## src/rtl/button_event_decoder.sv

```systemverilog
// Turns a debounced button level into one-cycle press/release/short/long/double-click pulses.
// Double-click detection (WAIT_SECOND / SECOND_HELD) is built only when BUTTON_DOUBLE_CLICK_EN is defined.
module button_event_decoder #(
  parameter int LONG_PRESS_CYCLES   = 1000,
  parameter int DOUBLE_CLICK_CYCLES = 300,
  parameter int CNT_WIDTH           = 16
) (
  input  logic clk,
  input  logic reset,
  input  logic button_in,
  output logic press_pulse,
  output logic release_pulse,
  output logic short_press,
  output logic long_press,
  output logic double_click
);

  typedef enum logic [2:0] {
    S_IDLE        = 3'd0,
    S_PRESSED     = 3'd1,
    S_LONG_HELD   = 3'd2,
    S_WAIT_SECOND = 3'd3,
    S_SECOND_HELD = 3'd4
  } state_e;

  if (LONG_PRESS_CYCLES < 2 || longint'(LONG_PRESS_CYCLES) > (64'd1 << CNT_WIDTH)) begin : g_chk_long
    $error("LONG_PRESS_CYCLES out of range for CNT_WIDTH");
  end
  if (DOUBLE_CLICK_CYCLES < 2 || longint'(DOUBLE_CLICK_CYCLES) > (64'd1 << CNT_WIDTH)) begin : g_chk_dbl
    $error("DOUBLE_CLICK_CYCLES out of range for CNT_WIDTH");
  end

  localparam logic [CNT_WIDTH-1:0] LONG_TC = CNT_WIDTH'(LONG_PRESS_CYCLES - 1);
`ifdef BUTTON_DOUBLE_CLICK_EN
  localparam logic [CNT_WIDTH-1:0] DBL_TC  = CNT_WIDTH'(DOUBLE_CLICK_CYCLES - 1);
`endif

  state_e               state_q, state_d;
  logic [CNT_WIDTH-1:0] timer_q, timer_d;
  logic                 btn_q, btn_d;
  logic                 press_q, press_d;
  logic                 release_q, release_d;
  logic                 short_q, short_d;
  logic                 long_q, long_d;
`ifdef BUTTON_DOUBLE_CLICK_EN
  logic                 dbl_q, dbl_d;
`endif
  logic                 rise, fall;

  assign rise = button_in & ~btn_q;
  assign fall = ~button_in & btn_q;

  always_comb begin
    state_d   = state_q;
    timer_d   = timer_q;
    btn_d     = button_in;
    press_d   = 1'b0;
    release_d = 1'b0;
    short_d   = 1'b0;
    long_d    = 1'b0;
`ifdef BUTTON_DOUBLE_CLICK_EN
    dbl_d     = 1'b0;
`endif
    case (state_q)
      S_IDLE: begin
        if (rise) begin
          state_d = S_PRESSED;
          press_d = 1'b1;
          timer_d = '0;
        end
      end
      S_PRESSED: begin
        // Release outranks the long-press threshold when both land on the same edge.
        if (fall) begin
          release_d = 1'b1;
`ifdef BUTTON_DOUBLE_CLICK_EN
          state_d   = S_WAIT_SECOND;
          timer_d   = '0;
`else
          short_d   = 1'b1;
          state_d   = S_IDLE;
`endif
        end else if (timer_q == LONG_TC) begin
          long_d  = 1'b1;
          state_d = S_LONG_HELD;
        end else begin
          timer_d = timer_q + 1'b1;
        end
      end
      S_LONG_HELD: begin
        if (fall) begin
          release_d = 1'b1;
          state_d   = S_IDLE;
        end
      end
`ifdef BUTTON_DOUBLE_CLICK_EN
      S_WAIT_SECOND: begin
        // A second press on the timeout edge still counts as a double click.
        if (rise) begin
          press_d = 1'b1;
          dbl_d   = 1'b1;
          state_d = S_SECOND_HELD;
        end else if (timer_q == DBL_TC) begin
          short_d = 1'b1;
          state_d = S_IDLE;
        end else begin
          timer_d = timer_q + 1'b1;
        end
      end
      S_SECOND_HELD: begin
        if (fall) begin
          release_d = 1'b1;
          state_d   = S_IDLE;
        end
      end
`endif
      default: state_d = S_IDLE;
    endcase
  end

  // btn_q resets high so a button held through reset needs a fresh press.
  always_ff @(posedge clk) begin
    if (!reset) begin
      state_q   <= S_IDLE;
      timer_q   <= '0;
      btn_q     <= 1'b1;
      press_q   <= 1'b0;
      release_q <= 1'b0;
      short_q   <= 1'b0;
      long_q    <= 1'b0;
`ifdef BUTTON_DOUBLE_CLICK_EN
      dbl_q     <= 1'b0;
`endif
    end else begin
      state_q   <= state_d;
      timer_q   <= timer_d;
      btn_q     <= btn_d;
      press_q   <= press_d;
      release_q <= release_d;
      short_q   <= short_d;
      long_q    <= long_d;
`ifdef BUTTON_DOUBLE_CLICK_EN
      dbl_q     <= dbl_d;
`endif
    end
  end

  assign press_pulse   = press_q;
  assign release_pulse = release_q;
  assign short_press   = short_q;
  assign long_press    = long_q;
`ifdef BUTTON_DOUBLE_CLICK_EN
  assign double_click  = dbl_q;
`else
  assign double_click  = 1'b0;
`endif

endmodule

```

## config.mk

```make
export PLATFORM = sky130hd
export DESIGN_NAME = button_event_decoder
export DESIGN_NICKNAME = d
export VERILOG_FILES = /design/src/rtl/button_event_decoder.sv
export SDC_FILE = /design/constraint.sdc
export NUM_CORES = 1
export LEC_CHECK = 0
export BUFFER_PORTS_ARGS = -buffer_cell sky130_fd_sc_hd__buf_2
export CAP_MARGIN = 20
export CORE_MARGIN = 4
export CORE_UTILIZATION = 53
export DETAILED_ROUTE_END_ITERATION = 6
export PLACE_DENSITY = 0.71
export SYNTH_ARGS = -nofsm -noshare
export SYNTH_HDL_FRONTEND = slang
export SYNTH_SLANG_ARGS = --single-unit
```

## constraint.sdc

```tcl
create_clock -name clk -period 1.6 [get_ports clk]
set_input_delay 0.24 -clock clk [delete_from_list [all_inputs] [get_ports clk]]
set_output_delay 0.24 -clock clk [all_outputs]
set_load 0.05 [all_outputs]
```

==> impl_results.md, run 1 <==
- CP Buf/Inv Count: 2
- Worst-path clk slew: approximately 0.14 ns
- P&R area growth vs syn: 31.5%
- Post-synth top flop: dfxtp_1
- Hold Slack: roughly 0.15 ns
- Die X: 58.5 um
- Final Instance Count excl. Fillers: between 200 and 250
- Final setup vio count: 1
- Clock latency on the worst-skew pair: 0.33 ns
- Multi-input logic area: roughly 930 um^2
- Syn Area/Cell: approximately 8.6 um^2
- Most frequent cell after synthesis: dfxtp_1
- CTS tree: done
- Crit path max-delay cell type: dfxtp_2
- Min-Delay Path Class: in -> reg
- Post-layout util: 0.725
- Ys Warns: 0
- Post-route minimum period: around 1.6 ns
- Leakage: about 0.62 nW
- Total Routing Usage GR: 0.237
- Top post-synthesis cells by area: dfxtp_1 34%, nor4_1 4.2%, ha_1 3.7%, inv_1 3.6%, o211ai_1 3.3%
- Pre-CTS WS: -0.119 ns
- PwrDens: approximately 740 nW/um^2
- Post-DP HPWL: ~2500 um
- Layout cells sized above 1: 0.382
- EDFF count, synth: 0
- First-pass GRT wire length: 6110 um
- CP dominant cell by count: buf_4
- H-tree levels: 1
- Critical Path AT: 1.83 ns
- CP top delay family: flip-flops
- Failing checks: setup timing
- Chip height: 58.5 um
- Largest family of logic cells by synthesized area: simple AND/OR/NAND/NOR gates
- Clock Tree Buf Depth: 2
- Gr ovfl total: 0
- Initial antenna violation count: 0
- ANT nets after route: 0
- Period utilization: 1.01
- Worst Setup Start Kind: flip-flop
- XOR/XNOR Fraction of Synth Area: 0.00648
- Boundary Pins: 8
- WL final: between 3000 and 4000 um
- Initial drt markers: 64
- Setup repair after global routing missed its margin: yes
- Clock buffer count from CTS: 3
- Mapped Cells: approximately 160
- CP endpoint kind: flip-flop
- Fraction of registers with async set/reset: 0
- CP Max Fanout: 5
- Fmax: ~600 MHz
- Post-synthesis adder-cell area fraction: 0.0370
- CTS sink count: 23
- Power consumption: between 1 and 1.5 mW
- Peak VDD IR: between 0.0006 and 0.0007 V
- Yosys cell types: 50
- Status: finished with violations
- Placed Cells: roughly 210
- Core Area: ~2500 um^2
- Max_cap viols: 0
- Die area: 3420 um^2
- Worst Setup SP: timer_q[0]$_SDFFE_PN0P_
- Critical Path RT: 1.81 ns
- Hold Vio Cnt, Final: 0
- Most area-hungry cell type in the Yosys netlist: dfxtp_1
- Clock Skews: ~0.0075 ns
- Setup ws final: -0.0193 ns
- Synth Register Bits: 23
- Register Area: 470 um^2
- Routability cong.: 0.915
- Compound-Gate Fraction of Synth Area: 0.238
- Via-to-Cell Ratio: 6.32
- DR vias: approximately 1.4k
- Setup CP Type: reg -> reg
- Hold path start: reset
- Post-synthesis simple-gate area fraction: 0.284
- Largest net degree at the start of global routing: 14
- CTS root buf: clkbuf_4
- R2R Setup Slk: -0.02 ns
- Synth Cell Area: about 1400 um^2
- Wire per inst: 17.5 um
- Fin. max-slew vios: 0
- R2R Path Start: timer_q[0]$_SDFFE_PN0P_
- PortBufs: 6
- DR DRC count: 0
- Commonest cells in the netlist: 23 x dfxtp_1, 13 x inv_1, 9 x nor4_1, 8 x nand2_1
- Post-synth top area share: 0.340
- Register area share after synthesis: 0.340
- Fill count: between 150 and 200
- Crit-path cells: ha_4 > and4_1 > nand4_1 > buf_4 > buf_4 > a31oi_1 > a21oi_1
- NumNets Final: slightly below 200
- Crit-path max cell delay: 0.38 ns
- # rows: 18
- Mux contribution to synthesized area: 0.0222
- Number of global-route vias before repair: 1,338
- Initial Utilization: 0.551
- Drt first pass iters: 4
- Net Count, Synth: approximately 160
- Ant diodes: 0
-- where the power goes --
part           total, mW  switching (mW)  internal (mW)
combinational      0.405           0.221          0.184
sequential         0.622          0.0259          0.596
clock              0.287           0.193         0.0939
total               1.31           0.440          0.874
-- cells by family (layout without fill, tap and decap cells) --
group,after synthesis,in the layout
mux,3,3
other cells,1,1
compound gates,43,43
buf+inv,19,53
xor+xnor,1,1
simple gates,63,63
flops,23,23
fa+ha+maj,4,4
-- cell usage in the layout (no fill, tap or decap), types with 4 or more instances in the layout --
master and n:
dfxtp_2 5, buf_2 6, nor2_1 4, o211ai_1 6, nand2b_1 5, nand3_1 7
nor4_2 4, a21oi_1 4, nand4_1 7, buf_4 28, nand2_1 8, inv_1 11
dfxtp_1 17, a31oi_1 7, nor4_1 6
-- sequential cells by signal, indices dropped and copies added, names as in the netlist --
signal,flops
btn_q,1
long_press,1
press_pulse,1
release_pulse,1
short_press,1
state_q,2
timer_q,16
-- path summary, 6_finish.rpt --
kind	endpoint	cells past startpoint
worst max-delay path	timer_q[2]$_SDFFE_PN0P_	7
worst min-delay path	btn_q$_SDFF_PN1_	2
worst max register to register	timer_q[2]$_SDFFE_PN0P_	7
worst min register to register	state_q[0]$_SDFFE_PN0P_	2
-- final cells by class --
type | count | share of cell area
Multi-Input combinational cell | 115 | 0.521
Sequential cell | 23 | 0.264
Timing Repair Buffer | 36 | 0.148
Inverter | 13 | 0.0302
Tap cell | 30 | 0.0211
Clock buffer | 3 | 0.0127
Clock inverter | 1 | 0.00281
-- metrics by stage --
stage / setup TNS [ns] / cell area [um^2]
floorplan: -0.0274 / 1360
global placement: -0.374 / 1580
detailed placement: -0.969 / 1580
CTS: -0.00316 / 1700
global route: -0.205 / 1780
finish: -0.0193 / 1780
-- per-layer routing --
layer	up-vias	track usage	part of all wire
li1	673	-	-
met3	14	0.0417	0.054
met2	53	0.389	0.50
met4	0	0.149	0.036
met5	-	0	0
met1	657	0.286	0.41
-- timing repair --
item / 4_1_cts / 5_1_grt
hold buffers: 0 / 0
setup endpoints to repair: 16 / 17
gates resized for setup: 20 / 14
buffers inserted: 1 / 2
pin swaps: 8 / 7
No activity file was read; power rests on OpenSTA's default activity.
==> run 2: changes to the inputs <==
--- a/config.mk
+++ b/config.mk
@@ -8,9 +8,9 @@
 export BUFFER_PORTS_ARGS = -buffer_cell sky130_fd_sc_hd__buf_2
 export CAP_MARGIN = 20
 export CORE_MARGIN = 4
-export CORE_UTILIZATION = 53
+export CORE_UTILIZATION = 25
 export DETAILED_ROUTE_END_ITERATION = 6
-export PLACE_DENSITY = 0.71
+export PLACE_DENSITY = 0.38
 export SYNTH_ARGS = -nofsm -noshare
 export SYNTH_HDL_FRONTEND = slang
 export SYNTH_SLANG_ARGS = --single-unit
==> impl_results.md, run 2 (same netlist as run 1, synthesis figures left out) <==
- Status: completed
- Clock Tree Buf Depth: 2
- Number of global-route vias before repair: 1,397
- Layout cells sized above 1: 0.441
- Register Area: roughly 470 um^2
- Max_cap viols: 0
- Clock buffer count from CTS: 3
- Fill count: about 530
- Cts hold-fix bufs: 0
- Worst-path clk slew: approximately 0.09 ns
- CP Max Fanout: 7
- Placed Cells: roughly 270
- Setup repair after global routing missed its margin: yes
- First-pass GRT wire length: 6750 um
- Top Registers: timer_q (16), state_q (2)
- Total Routing Usage GR: 0.133
- CTS sink count: 23
- Power consumption: roughly 1.4 mW
- Die area: 6650 um^2
- Via-to-Cell Ratio: between 5 and 6
- Initial Utilization: 0.261
- NumNets Final: around 210
- Final Instance Count excl. Fillers: 274
- Wire per inst: roughly 15 um
- Max FFs per register: 16
- P&R area growth vs syn: 45.2%
- Gr busiest metal: met2
- Critical Path RT: 1.77 ns
- Critical Path AT: between 1.5 and 2 ns
- DR vias: approximately 1.4k
- Chip height: about 82 um
- Commonest non-fill, non-tap cell in the layout: buf_4
- CTS tree: done
- Leakage: around 0.7 nW
- Period utilization: 0.984
- Peak VDD IR: roughly 0.00047 V
- Boundary Pins: 8
- WL final: just over 4000 um
- Worst Setup Start Kind: flip-flop
- DR DRC count: 0
- Min-Delay Path Class: in -> reg
- Largest Register: timer_q
- Largest net degree at the start of global routing: 14
- Setup TNS: 0 ns
- Final setup vio count: 0
- ANT nets after route: 0
- Ant diodes: 0
- Fin. max-slew vios: 0
- Gr ovfl total: 0
- PortBufs: 6
- Most frequent cells in the layout: 39 x buf_4, 15 x dfxtp_1, 11 x inv_1
- Met2 usage: 0.220
- Die X: 81.6 um
- CTS root buf: clkbuf_8
- M3 GR Usage: 0.0274
- Routability cong.: a little under 0.9
- PwrDens: roughly 700 nW/um^2
- Post-route minimum period: ~1.6 ns
- Post-DP HPWL: about 3000 um
- CP endpoint kind: flip-flop
- Setup CP Type: reg -> reg
- Clock latency on the worst-skew pair: around 0.27 ns
- Clock Skews: about 0.0033 ns
- Initial antenna violation count: 0
- GRT met1 Usage: 0.165
- H-tree levels: 1
- Worst Reg2Reg Path Length in Cells: 6
- # rows: 26
- Hold Vio Cnt, Final: 0
- Drt first pass iters: 4
- Initial drt markers: between 80 and 90
- Multi-input logic area: roughly 940 um^2
- Hold Path Depth: 2
- Fmax: between 600 and 700 MHz
- Core Area: between 5000 and 6000 um^2
==> run 2: stage by stage <==
step / hold slack, ns / setup slack (ns) / utilization / area (um^2)
after floorplan: 0.341 / -0.0274 / - / 1360
after global placement: 0.475 / -0.0799 / 0.336 / 1740
after detailed placement: 0.492 / -0.0986 / 0.336 / 1740
after CTS: 0.225 / -0.00737 / 0.354 / 1830
after global routing: 0.219 / -0.0907 / 0.380 / 1960
final: 0.230 / 0.0254 / 0.380 / 1960
==> run 2: layer usage <==
metal / wire, um / up-vias
met5: 0 / -
met4: 85 / 0
met3: 118 / 8
met2: 2010 / 30
met1: 1870 / 693
li1: - / 696
==> run 2: power by group <==
group / total [mW] / leakage, nW / switching, mW / internal [mW]
sequential: 0.620 / 0.190 / 0.0248 / 0.596
clock: 0.381 / 0.0255 / 0.206 / 0.175
combinational: 0.407 / 0.487 / 0.206 / 0.201
==> run 2: cell type report <==
type	count	area share
clock inverters	1	0.00255
well taps	70	0.0446
flip-flops and latches	23	0.241
multi-input cells	115	0.476
inverters	13	0.0274
clock buffers	3	0.0210
repair buffers	49	0.187
==> run 2: worst max-delay path, stage by stage, from the launching register on <==
cell and delay, ns:
dfxtp_2 0.34, inv_4 0.08, ha_4 0.18, nor2b_1 0.23, o21ai_2 0.12, o31a_1 0.29
o31a_1 0.23
==> run 2: worst paths after layout <==
| path | startpoint | end | slack, ns |
|---|---|---|---|
| min reg2reg | timer_q[6]$_SDFFE_PN0P_ | timer_q[6]$_SDFFE_PN0P_ | 0.52 |
| max | state_q[1]$_SDFFE_PN0P_ | timer_q[3]$_SDFFE_PN0P_ | 0.03 |
| max reg2reg | state_q[1]$_SDFFE_PN0P_ | timer_q[3]$_SDFFE_PN0P_ | 0.03 |
| min | reset | btn_q$_SDFF_PN1_ | 0.23 |
==> run 2: repair_timing <==
item,CTS,global route
endpoints found under the setup margin,15,17
buffers inserted,0,2
gates cloned,0,0
pin swaps,4,10
resized for setup,13,25
endpoints found under the hold margin,0,0
==> run 3: changes to the inputs <==
--- a/config.mk
+++ b/config.mk
@@ -5,12 +5,13 @@
 export SDC_FILE = /design/constraint.sdc
 export NUM_CORES = 1
 export LEC_CHECK = 0
+export ABC_AREA = 1
 export BUFFER_PORTS_ARGS = -buffer_cell sky130_fd_sc_hd__buf_2
 export CAP_MARGIN = 20
 export CORE_MARGIN = 4
 export CORE_UTILIZATION = 25
 export DETAILED_ROUTE_END_ITERATION = 6
-export PLACE_DENSITY = 0.38
+export PLACE_DENSITY_LB_ADDON = 0.15
 export SYNTH_ARGS = -nofsm -noshare
 export SYNTH_HDL_FRONTEND = slang
 export SYNTH_SLANG_ARGS = --single-unit
==> impl_results.md, run 3 <==
- Top Registers: timer_q (16), state_q (2)
- Die X: between 80 and 90 um
- Syn Area/Cell: around 6.3 um^2
- R2R Path Start: timer_q[0]$_SDFFE_PN0P_
- Routability cong.: 0.769
- Commonest cells in the netlist: 63 x nand2_1, 33 x inv_1, 26 x nor2_1, 23 x dfxtp_1, 23 x nand3_1
- Register area share after synthesis: 0.326
- Via-to-Cell Ratio: roughly 4.4
- # rows: 27
- Finished Cell Area: 1700 um^2
- Max_cap viols: 0
- Ys Warns: 0
- DR DRC count: 0
- CTS sink count: 23
- Hold path start: button_in
- Fmax: around 690 MHz
- CTS root buf: clkbuf_8
- Core Area: around 5500 um^2
- WL final: 3620 um
- Post-DP Area: around 1600 um^2
- Post-route minimum period: approximately 1.5 ns
- Clock Skews: about 0.0038 ns
- Final Instance Count excl. Fillers: between 300 and 400
- Status: completed
- Drt first pass iters: 4
- Hold Vio Cnt, Final: 0
- P&R area growth vs syn: 20.6%
- PwrDens: 938 nW/um^2
- Max FFs per register: 16
- Gr ovfl total: 0
- Setup repair after global routing missed its margin: no
- Final setup vio count: 0
- Boundary Pins: 8
- Setup TNS: 0 ns
- Ant diodes: 0
- Period utilization: 0.912
- PortBufs: 6
- Most frequent cell after synthesis: nand2_1
- Worst-path clk slew: 0.08 ns
- Peak VDD IR: roughly 0.0004 V
- Most frequent cells in the layout: 61 x nand2_1, 30 x inv_1, 25 x nor2_1
- Fin. max-slew vios: 0
- Wire per inst: ~11 um
- Die area: around 6900 um^2
- CTS tree: done
- EDFF count, synth: 0
- Synth Cell Area: about 1400 um^2
- Total Routing Usage GR: 0.109
- Largest Register: timer_q
- Synth Register Bits: 23
- Chip height: just over 80 um
- Setup CP Type: reg -> reg
- Post-DP HPWL: 2780 um
- Placed Cells: 310
- Clock buffer count from CTS: 3
- Clock latency on the worst-skew pair: 0.27 ns
- Number of global-route vias before repair: roughly 1.3k
- Cts hold-fix bufs: 0
- Leakage: 0.733 nW
- NumNets Final: approximately 250
- CP Max Fanout: 3
- Layout cells sized above 1: 0.193
- Critical Path AT: 1.61 ns
- Commonest non-fill, non-tap cell in the layout: nand2_1
- Fraction of registers with async set/reset: 0
- Initial antenna violation count: 0
- Worst Setup Start Kind: flip-flop
- Clock Tree Buf Depth: 2
- Largest net degree at the start of global routing: 13
- Initial Utilization: 0.256
- H-tree levels: 1
- Worst Setup SP: timer_q[0]$_SDFFE_PN0P_
- Top post-synthesis cells by area: dfxtp_1 33%, nand2_1 17%, inv_1 8.8%, nand3_1 8.2%, nor2_1 6.9%
- Power consumption: about 1.6 mW
- Net Count, Synth: around 230
- Initial drt markers: 58
- Yosys cell types: 23
- Mapped Cells: ~220
- DR vias: 1,398
- Critical Path RT: between 1.5 and 2 ns
- First-pass GRT wire length: about 6000 um
- Post-synth top area share: 0.326
- Post-layout util: 0.309
- R2R Setup Slk: roughly 0.14 ns
- Post-synth top flop: dfxtp_1
- CP endpoint kind: flip-flop
- Most area-hungry cell type in the Yosys netlist: dfxtp_1
- Min-Delay Path Class: in -> reg
- ANT nets after route: 0
run 3: cell types whose count changed in the layout (fill, tap and decap cells not counted), sizes merged, moves of 7 or more:
cell and change:
a31oi -7, nand2 +56, nor4 -10, buf -30, inv +22, nand3 +18
nor2 +24
run 3: timing repair:
item                       in CTS  in global routing
setup endpoints to repair       0                 15
buffers inserted                0                  1
gates resized for setup         0                 17
run 3: logic make-up (layout without fill, tap and decap cells):
group                    Yosys count  count (layout)  share of synthesized area
AND/OR/NAND/NOR                  134             134                      0.427
buffers and inverters             39              58                      0.113
adder cells (fa/ha/maj)            4               4                     0.0355
other                              1               1                    0.00266
AO/OA/AOI/OAI                     23              23                     0.0957
flip-flops                        23              23                      0.326
run 3: layout make-up:
class	instances	area [um^2]
clock buffers	4	45.0
fillers	622	3800
inverters	35	131
multi-input cells	162	831
flip-flops and latches	23	464
well taps	72	90.1
repair buffers	19	140
run 3: critical path, stage by stage (launching register included):
cell     delay (ns)
dfxtp_2        0.35
ha_2           0.19
nand2_1        0.07
inv_2          0.08
buf_4          0.12
nand2_1        0.04
nor2_1         0.08
nand3_1        0.11
nand2_1        0.11
nand2_1        0.08
nand2_1        0.06
a21oi_1        0.05
run 3: metal layers:
layer  track usage  part of all wire
met1         0.157              0.52
met2         0.165              0.46
met3        0.0179             0.018
met4        0.0357                 0
met5             0                 0
run 3: worst paths after layout:
kind | endpoint | cells past startpoint
worst max-delay path | state_q[0]$_SDFFE_PN0P_ | 11
worst min-delay path | short_press$_SDFF_PP0_ | 2
worst min register to register | release_pulse$_SDFF_PN0_ | 2
worst max register to register | state_q[0]$_SDFFE_PN0P_ | 11
run 3: power breakdown:
group,internal [mW],switching (mW)
clock,0.178,0.196
combinational,0.212,0.347
sequential,0.628,0.0361
run 3: metrics by stage:
stage	setup WS (ns)	hold slack, ns
detailed placement	0.0400	0.443
global placement	0.0690	0.451
floorplan	0.143	0.319
CTS	0.0166	0.175
finish	0.141	0.188
global route	0.0116	0.187
